File: config.mk
export PLATFORM = sky130hd
export DESIGN_NAME = rv_multicycle_ctrl
export DESIGN_NICKNAME = d
export VERILOG_FILES = /design/src/rtl/rv_ctrl_pkg.sv /design/src/rtl/rv_opcode_classify.sv /design/src/rtl/rv_multicycle_ctrl.sv
export SDC_FILE = /design/constraint.sdc
export NUM_CORES = 1
export LEC_CHECK = 0
export CAP_MARGIN = 20
export CORE_ASPECT_RATIO = 0.7
export CORE_UTILIZATION = 39
export CTS_CLUSTER_SIZE = 8
export DETAILED_ROUTE_END_ITERATION = 7
export HOLD_SLACK_MARGIN = 0.02
export PLACE_DENSITY = 0.81
export SYNTH_ARGS = -nofsm -noshare
export SYNTH_HDL_FRONTEND = slang
export SYNTH_SLANG_ARGS = --single-unit
File: constraint.sdc
create_clock -name clk -period 2.2 [get_ports clk]
set_clock_uncertainty 0.2 [all_clocks]
set_input_delay 0.44 -clock clk [delete_from_list [all_inputs] [get_ports clk]]
set_output_delay 0.44 -clock clk [all_outputs]
set_load 0.02 [all_outputs]
File: src/rtl/rv_ctrl_pkg.sv
// Shared types and constants for the RV32I multicycle control path.
// Also used by the immediate generator and the datapath.
package rv_ctrl_pkg;

    typedef enum logic [2:0] {
        FETCH  = 3'd0,
        DECODE = 3'd1,
        EXEC   = 3'd2,
        MEM    = 3'd3,
        WB     = 3'd4,
        FAULT  = 3'd5
    } state_t;

    typedef enum logic [2:0] {
        IMM_NONE  = 3'd0,
        IMM_I     = 3'd1,
        IMM_SHAMT = 3'd2,
        IMM_S     = 3'd3,
        IMM_B     = 3'd4
    } imm_fmt_t;

    typedef enum logic [2:0] {
        CLS_NONE   = 3'd0,
        CLS_OP     = 3'd1,
        CLS_OPIMM  = 3'd2,
        CLS_LOAD   = 3'd3,
        CLS_STORE  = 3'd4,
        CLS_BRANCH = 3'd5
    } instr_class_t;

    localparam logic [6:0] OPC_OPIMM  = 7'b0010011;
    localparam logic [6:0] OPC_LOAD   = 7'b0000011;
    localparam logic [6:0] OPC_STORE  = 7'b0100011;
    localparam logic [6:0] OPC_BRANCH = 7'b1100011;
    localparam logic [6:0] OPC_OP     = 7'b0110011;

    localparam logic [1:0] FC_NONE    = 2'd0;
    localparam logic [1:0] FC_ILLEGAL = 2'd1;
    localparam logic [1:0] FC_IMEM_TO = 2'd2;
    localparam logic [1:0] FC_DMEM_TO = 2'd3;

    // SLLI/SRLI/SRAI take a zero-extended 5-bit shift amount instead of a full I immediate
    function automatic logic is_shift_funct3(input logic [2:0] funct3);
        return (funct3 == 3'b001) || (funct3 == 3'b101);
    endfunction

endpackage

File: src/rtl/rv_opcode_classify.sv
// Combinational instruction classifier: opcode/funct3 -> class, immediate format, illegal flag.
module rv_opcode_classify
    import rv_ctrl_pkg::*;
(
    input  logic [31:0] instr,
    output logic [2:0]  cls,
    output logic [2:0]  imm_fmt,
    output logic        illegal
);

    instr_class_t cls_s;
    imm_fmt_t     fmt_s;
    logic         illegal_s;
    logic [6:0]   opcode_s;
    logic [2:0]   funct3_s;
    logic         instr_unused_s;

    assign opcode_s       = instr[6:0];
    assign funct3_s       = instr[14:12];
    // Register indices and immediate payload are the datapath's business, not ours
    assign instr_unused_s = ^{instr[31:15], instr[11:7]};

    // Map the opcode onto an instruction class and the immediate format it needs
    always_comb begin
        cls_s     = CLS_NONE;
        fmt_s     = IMM_NONE;
        illegal_s = 1'b0;
        case (opcode_s)
            OPC_OPIMM: begin
                cls_s = CLS_OPIMM;
                if (is_shift_funct3(funct3_s)) begin
                    fmt_s = IMM_SHAMT;
                end else begin
                    fmt_s = IMM_I;
                end
            end
            OPC_LOAD: begin
                cls_s = CLS_LOAD;
                fmt_s = IMM_I;
            end
            OPC_STORE: begin
                cls_s = CLS_STORE;
                fmt_s = IMM_S;
            end
            OPC_BRANCH: begin
                cls_s = CLS_BRANCH;
                fmt_s = IMM_B;
            end
            OPC_OP: begin
                cls_s = CLS_OP;
                fmt_s = IMM_NONE;
            end
            default: begin
                illegal_s = 1'b1;
            end
        endcase
    end

    assign cls     = cls_s;
    assign imm_fmt = fmt_s;
    assign illegal = illegal_s;

endmodule

File: src/rtl/rv_multicycle_ctrl.sv
// Multicycle control FSM for the RV32I core: FETCH/DECODE/EXEC/MEM/WB with
// req/ack memory handshakes, memory timeout supervision and a terminal FAULT state.
module rv_multicycle_ctrl
    import rv_ctrl_pkg::*;
#(
    parameter int TIMEOUT_CYCLES = 16
) (
    input  logic        clk,
    input  logic        reset_n,
    input  logic [31:0] instr,
    input  logic        imem_ack,
    input  logic        dmem_ack,
    input  logic        branch_taken,
    output logic        imem_req,
    output logic        ir_we,
    output logic        pc_we,
    output logic        pc_src,
    output logic [2:0]  imm_fmt,
    output logic        alu_src_imm,
    output logic        dmem_req,
    output logic        dmem_we,
    output logic        reg_we,
    output logic        wb_sel,
    output logic        fault,
    output logic [1:0]  fault_code,
    output logic [2:0]  state_dbg
);

    localparam int              CNT_W     = (TIMEOUT_CYCLES > 2) ? $clog2(TIMEOUT_CYCLES) : 1;
    localparam logic [CNT_W-1:0] CNT_LIMIT = CNT_W'(TIMEOUT_CYCLES - 1);
    localparam logic [CNT_W-1:0] CNT_ONE   = CNT_W'(1);
    localparam logic [CNT_W-1:0] CNT_ZERO  = {CNT_W{1'b0}};

    state_t       state_r, state_nxt_s;
    logic [CNT_W-1:0] cnt_r, cnt_nxt_s;
    instr_class_t cls_r, cls_nxt_s;
    imm_fmt_t     fmt_r, fmt_nxt_s;
    logic [1:0]   code_r, code_nxt_s;
    logic         fault_r;

    logic [2:0]   dec_cls_s;
    logic [2:0]   dec_fmt_s;
    logic         dec_illegal_s;

    logic imem_req_s, ir_we_s, pc_we_s, pc_src_s, alu_src_imm_s;
    logic dmem_req_s, dmem_we_s, reg_we_s, wb_sel_s;

    rv_opcode_classify u_classify (
        .instr   (instr),
        .cls     (dec_cls_s),
        .imm_fmt (dec_fmt_s),
        .illegal (dec_illegal_s)
    );

    // State, timeout counter, decoded-instruction and fault registers
    always_ff @(posedge clk) begin
        if (!reset_n) begin
            state_r <= FETCH;
            cnt_r   <= CNT_ZERO;
            cls_r   <= CLS_NONE;
            fmt_r   <= IMM_NONE;
            code_r  <= FC_NONE;
            fault_r <= 1'b0;
        end else begin
            state_r <= state_nxt_s;
            cnt_r   <= cnt_nxt_s;
            cls_r   <= cls_nxt_s;
            fmt_r   <= fmt_nxt_s;
            code_r  <= code_nxt_s;
            fault_r <= (state_nxt_s == FAULT);
        end
    end

    // Next-state, timeout counting and decode capture; a late ack still beats the timeout
    always_comb begin
        state_nxt_s = state_r;
        cnt_nxt_s   = CNT_ZERO;
        cls_nxt_s   = cls_r;
        fmt_nxt_s   = fmt_r;
        code_nxt_s  = code_r;
        case (state_r)
            FETCH: begin
                if (imem_ack) begin
                    state_nxt_s = DECODE;
                end else if (cnt_r == CNT_LIMIT) begin
                    state_nxt_s = FAULT;
                    code_nxt_s  = FC_IMEM_TO;
                end else begin
                    cnt_nxt_s = cnt_r + CNT_ONE;
                end
            end
            DECODE: begin
                cls_nxt_s = instr_class_t'(dec_cls_s);
                fmt_nxt_s = imm_fmt_t'(dec_fmt_s);
                if (dec_illegal_s) begin
                    state_nxt_s = FAULT;
                    code_nxt_s  = FC_ILLEGAL;
                end else begin
                    state_nxt_s = EXEC;
                end
            end
            EXEC: begin
                case (cls_r)
                    CLS_OP, CLS_OPIMM:   state_nxt_s = WB;
                    CLS_LOAD, CLS_STORE: state_nxt_s = MEM;
                    CLS_BRANCH:          state_nxt_s = FETCH;
                    default: begin
                        // A class that never passed decode cannot execute safely
                        state_nxt_s = FAULT;
                        code_nxt_s  = FC_ILLEGAL;
                    end
                endcase
            end
            MEM: begin
                if (dmem_ack) begin
                    if (cls_r == CLS_LOAD) begin
                        state_nxt_s = WB;
                    end else begin
                        state_nxt_s = FETCH;
                    end
                end else if (cnt_r == CNT_LIMIT) begin
                    state_nxt_s = FAULT;
                    code_nxt_s  = FC_DMEM_TO;
                end else begin
                    cnt_nxt_s = cnt_r + CNT_ONE;
                end
            end
            WB: begin
                state_nxt_s = FETCH;
            end
            FAULT: begin
                state_nxt_s = FAULT;
            end
            default: begin
                // Corrupted state encoding: park in the safe terminal state
                state_nxt_s = FAULT;
                code_nxt_s  = FC_ILLEGAL;
            end
        endcase
    end

    // Per-state strobes; acks only matter in the state that owns the matching request
    always_comb begin
        imem_req_s    = 1'b0;
        ir_we_s       = 1'b0;
        pc_we_s       = 1'b0;
        pc_src_s      = 1'b0;
        alu_src_imm_s = 1'b0;
        dmem_req_s    = 1'b0;
        dmem_we_s     = 1'b0;
        reg_we_s      = 1'b0;
        wb_sel_s      = 1'b0;
        case (state_r)
            FETCH: begin
                imem_req_s = 1'b1;
                ir_we_s    = imem_ack;
            end
            DECODE: begin
                imem_req_s = 1'b0;
            end
            EXEC: begin
                alu_src_imm_s = (cls_r != CLS_OP) && (cls_r != CLS_BRANCH);
                if (cls_r == CLS_BRANCH) begin
                    pc_we_s  = 1'b1;
                    pc_src_s = branch_taken;
                end else begin
                    pc_we_s  = 1'b0;
                    pc_src_s = 1'b0;
                end
            end
            MEM: begin
                dmem_req_s = 1'b1;
                dmem_we_s  = (cls_r == CLS_STORE);
                if (dmem_ack && (cls_r == CLS_STORE)) begin
                    pc_we_s = 1'b1;
                end else begin
                    pc_we_s = 1'b0;
                end
            end
            WB: begin
                reg_we_s = 1'b1;
                wb_sel_s = (cls_r == CLS_LOAD);
                pc_we_s  = 1'b1;
            end
            FAULT: begin
                imem_req_s = 1'b0;
            end
            default: begin
                imem_req_s = 1'b0;
            end
        endcase
    end

    // Holding reset_n low silences every output immediately, aborting any transaction in flight
    assign imem_req    = reset_n & imem_req_s;
    assign ir_we       = reset_n & ir_we_s;
    assign pc_we       = reset_n & pc_we_s;
    assign pc_src      = reset_n & pc_src_s;
    assign alu_src_imm = reset_n & alu_src_imm_s;
    assign dmem_req    = reset_n & dmem_req_s;
    assign dmem_we     = reset_n & dmem_we_s;
    assign reg_we      = reset_n & reg_we_s;
    assign wb_sel      = reset_n & wb_sel_s;
    assign fault       = reset_n & fault_r;
    assign imm_fmt     = reset_n ? fmt_r : IMM_NONE;
    assign fault_code  = reset_n ? code_r : FC_NONE;
    assign state_dbg   = reset_n ? state_r : FETCH;

endmodule

==> summary.json, run 1 <==
{
  "share_of_total_power_in_combinational_logic": {"value": 0.250},
  "synth_mux_area_frac": {"value": 0.0142},
  "critical_path.cell_chain": {"value": "clkdlybuf4s50_1 > nand2_1 > nor2_1 > a21oi_1 > o22ai_1 > and2_1 > buf_6"},
  "synth-simple-area-share": {"value": 0.376},
  "total_die_area": {"value": 2920, "unit": "sq um"},
  "final-max-slew-violation-count": {"value": 0},
  "crit_path_max_incr_delay": {"value": 0.49, "unit": "ns"},
  "ys_dominant_reg_cell": {"value": "dfxtp_1"},
  "port-buffer-count": {"value": 31},
  "final.period_utilization": {"value": 0.969},
  "yosys.area_share.adder": {"value": 0.0119},
  "power.switching": {"value": 0.000201, "unit": "W"},
  "gp_congestion": {"value": 0.815},
  "path_class": {"value": "input pin to output pin"},
  "fp.dieH": {"value": 45.5, "unit": "microns"},
  "area_used_by_multi_input_combinational_logic": {"value": 676, "unit": "sq um"},
  "layout.cells.most_common_list": {"value": "buf_4 (25), dfxtp_1 (16), and2_1 (13), clkdlybuf4s50_1 (12)"},
  "drt-vias-per-instance": {"value": 5.37},
  "reg2reg_to": {"value": "fault_r"},
  "cts_buffer_count": {"value": 3},
  "sequentialPowerShare": {"value": 0.404},
  "totalWireLength": {"value": 2.93, "unit": "mm"},
  "power.share.switching": {"value": 0.265},
  "yosys.area_share.xor_xnor": {"value": 0.0249},
  "num_rows": {"value": 15},
  "timing.max_cap.violations": {"value": 0},
  "grt_pass1_vias": {"value": 1108},
  "worst_slew_pin_slew": {"value": 0.576, "unit": "ns"},
  "synth_compound_gate_area_share": {"value": 0.209},
  "vias": {"value": 1177},
  "detailed_place_hpwl": {"value": 2.32, "unit": "mm"},
  "critPathCaptureType": {"value": "output pin"},
  "final_net_count": {"value": 224},
  "hold_fix_buffers_at_cts": {"value": 0},
  "grt_max_degree": {"value": 18},
  "final_layout_size_suffix_gt1_frac": {"value": 0.254},
  "num_io_pins": {"value": 55},
  "synthArstFlopShare": {"value": 0},
  "setup_violations": {"value": 0},
  "reg2reg_depth": {"value": 5},
  "max_slew_margin": {"value": 0.611},
  "cp_top_family": {"value": "buffers and inverters"},
  "clockBufferDepth": {"value": 2},
  "hold_path_depth": {"value": 1},
  "finalHoldViolCount": {"value": 0},
  "mostFrequentLayoutCell": {"value": "buf_4"},
  "routed_wire_length_per_instance": {"value": 13.4, "unit": "microns"},
  "reg2reg_setup_slack": {"value": 0.28, "unit": "ns"},
  "path_buf_inv": {"value": 2},
  "cts_tree": {"value": "done"},
  "share_clk_of_total_power": {"value": 0.347},
  "grt_pass1_wl": {"value": 4.87, "unit": "mm"},
  "die_w": {"value": 64.2, "unit": "microns"},
  "crit_slowest_cell": {"value": "clkdlybuf4s50_1"},
  "numClockSinks": {"value": 16},
  "synth_area_leader_cell": {"value": "dfxtp_1"},
  "ys_types": {"value": 44},
  "seq_area_frac_synth": {"value": 0.304},
  "clk_latency": {"value": 0.25, "unit": "ns"},
  "synth.top_cells.by_area": {"value": "dfxtp_1 (30%), and2_1 (7.7%), nor3_1 (5.2%)"},
  "worst-endpoint-required": {"value": 1.56, "unit": "ns"},
  "initial_core_util": {"value": 0.419},
  "final_util": {"value": 0.630},
  "rsz0062_at_grt": {"value": "false"},
  "finalSetupTns": {"value": 0, "unit": "ns"},
  "antenna_cells": {"value": 0},
  "max_h_tree_level": {"value": 1},
  "final.min_clock_period": {"value": 2.13, "unit": "ns"},
  "synth_enable_flop_cells": {"value": 0},
  "number_of_antenna_violations_at_the_first_check_in_global_routing": {"value": 0},
  "syn_avg_cell_area": {"value": 7.87, "unit": "sq um"},
  "layout.area.seq": {"value": 320, "unit": "sq um"},
  "synth.net_count": {"value": 172},
  "regToRegStartpoint": {"value": "cnt_r[0]"},
  "dr.pass1.iters": {"value": 4},
  "startpoint_type": {"value": "input pin"},
  "post_synth_inst_count": {"value": 134},
  "path_clk_slew": {"value": 0.06, "unit": "ns"},
  "cp_data_arrival_time": {"value": 1.49, "unit": "ns"},
  "timing.hold.worst_endpoint": {"value": "cnt_r[0]"},
  "holdCritPathClass": {"value": "flop to flop"},
  "drt_iter0_markers": {"value": 63},
  "run_status": {"value": "complete, no violations"},
  "route.antenna.remaining_nets": {"value": 0},
  "overflow": {"value": 0},
  "fillCellCount": {"value": 214},
  "cp_max_fanout": {"value": 2},
  "yosys_warnings": {"value": 0},
  "synth_area": {"value": 1050, "unit": "sq um"},
  "placeableCoreArea": {"value": 2510, "unit": "sq um"},
  "synth_top_cell_area_share": {"value": 0.304},
  "max_freq": {"value": 469, "unit": "MHz"},
  "cellPowerDensity": {"value": 477, "unit": "nW/um^2"},
  "synthToLayoutAreaGrowth": {"value": 50.2, "unit": "%"},
  "timing.hold.worst.start": {"value": "cnt_r[0]"},
  "drc": {"value": 0},
  "cellLeakagePower": {"value": 0.645, "unit": "nW"},
  "grt_util_all_layers": {"value": 0.220},
  "ir_drop": {"value": 0.359, "unit": "mV"},
  "intPower": {"value": 0.000555, "unit": "W"},
  "clk_root_buffer_cell": {"value": "clkbuf_8"},
  "largest_family_of_logic_cells_by_synthesized_area": {"value": "simple AND/OR/NAND/NOR gates"},
  "postSynthRegisterBits": {"value": 16}
}
per-layer routing:
| metal | wire length, microns | track usage | part of all wire | vias to the layer above |
|---|---|---|---|---|
| met5 | 0 | 0 | 0 | - |
| li1 | - | - | - | 573 |
| met2 | 1350 | 0.374 | 0.46 | 49 |
| met3 | 215 | 0.0475 | 0.073 | 7 |
| met1 | 1320 | 0.279 | 0.45 | 548 |
| met4 | 44 | 0.0844 | 0.015 | 0 |
flip-flops by register name, summed over array words and instances, names as in the netlist:
| signal | count |
|---|---|
| code_r | 2 |
| state_r | 3 |
| fmt_r | 3 |
| cnt_r | 4 |
| cls_r | 3 |
| fault_r | 1 |
cells by family (layout without fill, tap and decap cells):
group	count (synthesis)	after routing
simple gates	70	70
compound gates	31	31
flops	16	16
buf+inv	12	63
xor+xnor	3	3
fa+ha+maj	1	1
mux	1	1
synth_stat cells (2+ instances only):
cell,count
a21oi_1,10
nand2b_1,4
and2_1,13
o2bb2ai_1,3
xnor2_1,2
buf_2,3
nor2_2,2
buf_4,2
a21boi_0,3
clkbuf_1,3
nand3_1,2
dfxtp_1,16
o22ai_1,2
nand2_1,10
inv_1,3
o21ai_0,3
nor4_1,2
nor3_1,11
nor2b_1,7
nor2_1,9
metrics by stage:
step	cell area (sq um)	setup slack, ns	power [W]	hold slack, ns	instances
2_1_floorplan	1050	0.0931	0.000406	0.233	134
3_3_place_gp	1540	-0.482	0.000495	0.237	215
3_5_place_dp	1540	-0.553	0.000502	0.276	215
4_1_cts	1580	0.0183	0.000761	0.285	219
5_1_grt	1580	0.000470	0.000787	0.308	219
6_report	1580	0.0685	0.000756	0.280	219
worst max-delay path by stage:
stage | start | endpoint | depth (start not counted)
floorplan | state_r[0] | ir_we | 5
global placement | reset_n | ir_we | 5
detailed placement | reset_n | ir_we | 5
CTS | dmem_ack | pc_we | 7
global route | dmem_ack | pc_we | 7
finish | dmem_ack | pc_we | 7
final cells by class:
class,count,area share
inverter,3,0.00711
timing repair buffer,56,0.303
clock buffer,4,0.0348
sequential,16,0.202
multi-input combinational,106,0.427
tap,34,0.0269
worst register-to-register path: cells and delay by family, from the launching register on:
family	cells	cell delay (ns)
adders and majority gates	1	0.22
DFF	1	0.33
AOI/OAI and AO/OA	2	0.60
and+or+nand+nor	2	0.45
power by group through the flow:
stage          clock (W)  combinational [W]  sequential, W
6_report        0.000262           0.000189       0.000305
5_1_grt         0.000277           0.000204       0.000306
4_1_cts         0.000269           0.000187       0.000305
3_5_place_dp           0           0.000191       0.000312
3_3_place_gp           0           0.000184       0.000311
2_1_floorplan          0          0.0000975       0.000309
repair_timing:
action / CTS / global route
endpoints found under the setup margin: 18 / 1
gates resized for setup: 53 / 2
buffers inserted: 0 / 0
pin swaps: 1 / 1
No activity file was read; power rests on OpenSTA's default activity.
==> run 2: changes to the inputs <==
--- a/config.mk
+++ b/config.mk
@@ -7,11 +7,12 @@
 export LEC_CHECK = 0
 export CAP_MARGIN = 20
 export CORE_ASPECT_RATIO = 0.7
-export CORE_UTILIZATION = 39
+export CORE_UTILIZATION = 40
+export CTS_BUF_LIST = sky130_fd_sc_hd__clkbuf_8
 export CTS_CLUSTER_SIZE = 8
 export DETAILED_ROUTE_END_ITERATION = 7
 export HOLD_SLACK_MARGIN = 0.02
-export PLACE_DENSITY = 0.81
+export PLACE_DENSITY = 0.83
 export SYNTH_ARGS = -nofsm -noshare
 export SYNTH_HDL_FRONTEND = slang
 export SYNTH_SLANG_ARGS = --single-unit
==> run 2 against run 1 <==
  * Utilization is 1.1 points higher
  * Cell count shrank 1.4%
  * Critical path type is now flop to output pin
  * Register-to-register slack worse by 0.02 ns
  * Power fell by 0.61%
  * Via count shrank 1.4%
  * Worst hold slack got worse by 0.023 ns
  * Clock power about the same
  * Global-route usage fell by 0.91 points
==> summary.json, run 2 (synthesis results as in run 1) <==
{
  "overflow": {"value": 0},
  "initial_core_util": {"value": 0.426},
  "holdCritPathClass": {"value": "flop to flop"},
  "drt-vias-per-instance": {"value": 5.38},
  "max_freq": {"value": 491, "unit": "MHz"},
  "cts_buffer_count": {"value": 3},
  "synthToLayoutAreaGrowth": {"value": 50.5, "unit": "%"},
  "routed_wire_length_per_instance": {"value": 13.3, "unit": "microns"},
  "intPower": {"value": 0.000551, "unit": "W"},
  "critPathCaptureType": {"value": "output pin"},
  "ir_drop": {"value": 0.324, "unit": "mV"},
  "clockBufferDepth": {"value": 2},
  "cellPowerDensity": {"value": 473, "unit": "nW/um^2"},
  "port-buffer-count": {"value": 31},
  "num_io_pins": {"value": 55},
  "final_util": {"value": 0.641},
  "timing.max_cap.violations": {"value": 0},
  "cts_tree": {"value": "done"},
  "final_design_area_no_fill": {"value": 1590, "unit": "sq um"},
  "path_buf_inv": {"value": 1},
  "cp_top_family": {"value": "flip-flops"},
  "layout.cells.most_common_list": {"value": "buf_4 (21), dfxtp_1 (16), and2_1 (12), clkdlybuf4s50_1 (11)"},
  "placeableCoreArea": {"value": 2480, "unit": "sq um"},
  "route.antenna.remaining_nets": {"value": 0},
  "detailed_place_hpwl": {"value": 2.24, "unit": "mm"},
  "startpoint_type": {"value": "flop"},
  "setup_violations": {"value": 0},
  "total_die_area": {"value": 2850, "unit": "sq um"},
  "clk_root_buffer_cell": {"value": "clkbuf_8"},
  "fp.dieH": {"value": 45.0, "unit": "microns"},
  "cp_data_arrival_time": {"value": 1.40, "unit": "ns"},
  "crit_path_max_incr_delay": {"value": 0.52, "unit": "ns"},
  "grt_util_all_layers": {"value": 0.211},
  "worst_slew_pin_slew": {"value": 0.376, "unit": "ns"},
  "cts.repair_timing.setup_buffer_count": {"value": 0},
  "final_net_count": {"value": 221},
  "max_h_tree_level": {"value": 1},
  "share_of_total_power_in_combinational_logic": {"value": 0.244},
  "gp_congestion": {"value": 0.894},
  "cellLeakagePower": {"value": 0.636, "unit": "nW"},
  "fillCellCount": {"value": 229},
  "run_status": {"value": "complete, no violations"},
  "rsz0062_at_grt": {"value": "false"},
  "antenna_cells": {"value": 0},
  "share_clk_of_total_power": {"value": 0.349},
  "dp_cells": {"value": 212},
  "path_class": {"value": "flop to output pin"},
  "final.period_utilization": {"value": 0.926},
  "vias": {"value": 1161},
  "critical_path.cell_chain": {"value": "nand3b_1 > nor3_1 > clkdlybuf4s15_2"},
  "path_clk_slew": {"value": 0.07, "unit": "ns"},
  "crit_slowest_cell": {"value": "dfxtp_1"},
  "dr.pass1.iters": {"value": 4},
  "cp_max_fanout": {"value": 10},
  "grt_max_degree": {"value": 14},
  "placed_cell_area": {"value": 1520, "unit": "sq um"},
  "numClockSinks": {"value": 16},
  "clk_latency": {"value": 0.25, "unit": "ns"},
  "final.min_clock_period": {"value": 2.04, "unit": "ns"},
  "largest_register_ffs": {"value": 4},
  "final-max-slew-violation-count": {"value": 0},
  "drt_iter0_markers": {"value": 48},
  "drc": {"value": 0},
  "die_w": {"value": 63.4, "unit": "microns"},
  "max_slew_margin": {"value": 0.747},
  "totalWireLength": {"value": 2.88, "unit": "mm"},
  "final_layout_size_suffix_gt1_frac": {"value": 0.258},
  "finalHoldViolCount": {"value": 0},
  "sequentialPowerShare": {"value": 0.406},
  "power.switching": {"value": 0.000200, "unit": "W"},
  "power.share.switching": {"value": 0.266},
  "registers.top_by_ff_count": {"value": "cnt_r"},
  "num_rows": {"value": 15},
  "finish.cell_count_without_fillers": {"value": 216},
  "worst-endpoint-required": {"value": 1.56, "unit": "ns"},
  "mostFrequentLayoutCell": {"value": "buf_4"},
  "number_of_antenna_violations_at_the_first_check_in_global_routing": {"value": 0},
  "grt_pass1_wl": {"value": 4.55, "unit": "mm"},
  "grt_pass1_vias": {"value": 1027}
}
run 2: worst paths after layout:
| check | to | cells after the start | slack [ns] | start |
|---|---|---|---|---|
| setup / recovery | wb_sel | 3 | 0.16 | cls_r[0] |
| hold / removal | cnt_r[0] | 1 | 0.26 | cnt_r[0] |
| setup reg to reg | fault_r | 7 | 0.26 | state_r[2] |
| hold reg to reg | cnt_r[0] | 1 | 0.26 | cnt_r[0] |
run 2: routing by layer:
layer,vias up,global-route usage,part of all wire
met2,47,0.370,0.49
met3,6,0.0429,0.070
met5,-,0,0
met1,537,0.261,0.43
li1,571,-,-
met4,0,0.0773,0.010
run 2: per-stage QoR:
stage               power [W]  hold WS (ns)  TNS (ns)  setup WS [ns]
detailed placement   0.000495         0.248     -6.89         -0.498
finish               0.000752         0.257         0          0.164
global route         0.000790         0.273         0         0.0724
CTS                  0.000759         0.258         0        0.00137
floorplan            0.000406         0.233         0         0.0931
global placement     0.000487         0.242     -6.35         -0.470
run 2: timing repair:
action / CTS / global route
setup endpoints to repair: 18 / 2
gates resized for setup: 53 / 5
cloned: 0 / 0
hold buffers: 0 / 0
pin swaps: 0 / 3
run 2: power groups by stage:
stage / Clock (W) / Sequential [W] / Combinational [W]
finish: 0.000262 / 0.000305 / 0.000184
global route: 0.000285 / 0.000306 / 0.000199
CTS: 0.000272 / 0.000305 / 0.000182
detailed placement: 0 / 0.000312 / 0.000183
global placement: 0 / 0.000311 / 0.000176
floorplan: 0 / 0.000309 / 0.0000975
run 2: layout make-up:
cell class / instances / area [sq um] / area share
clock buffer: 4 / 55.1 / 0.0347
inverter: 3 / 11.3 / 0.00709
multi-input combinational: 106 / 681 / 0.429
sequential: 16 / 320 / 0.202
tap: 34 / 42.5 / 0.0268
timing repair buffer: 53 / 478 / 0.301
run 2: worst register-to-register path: stages (launching register included):
cell,delay [ns]
dfxtp_1,0.31
buf_4,0.13
buf_4,0.16
nor4_1,0.38
o22a_1,0.19
a211oi_1,0.05
or2_1,0.25
a21boi_1,0.18
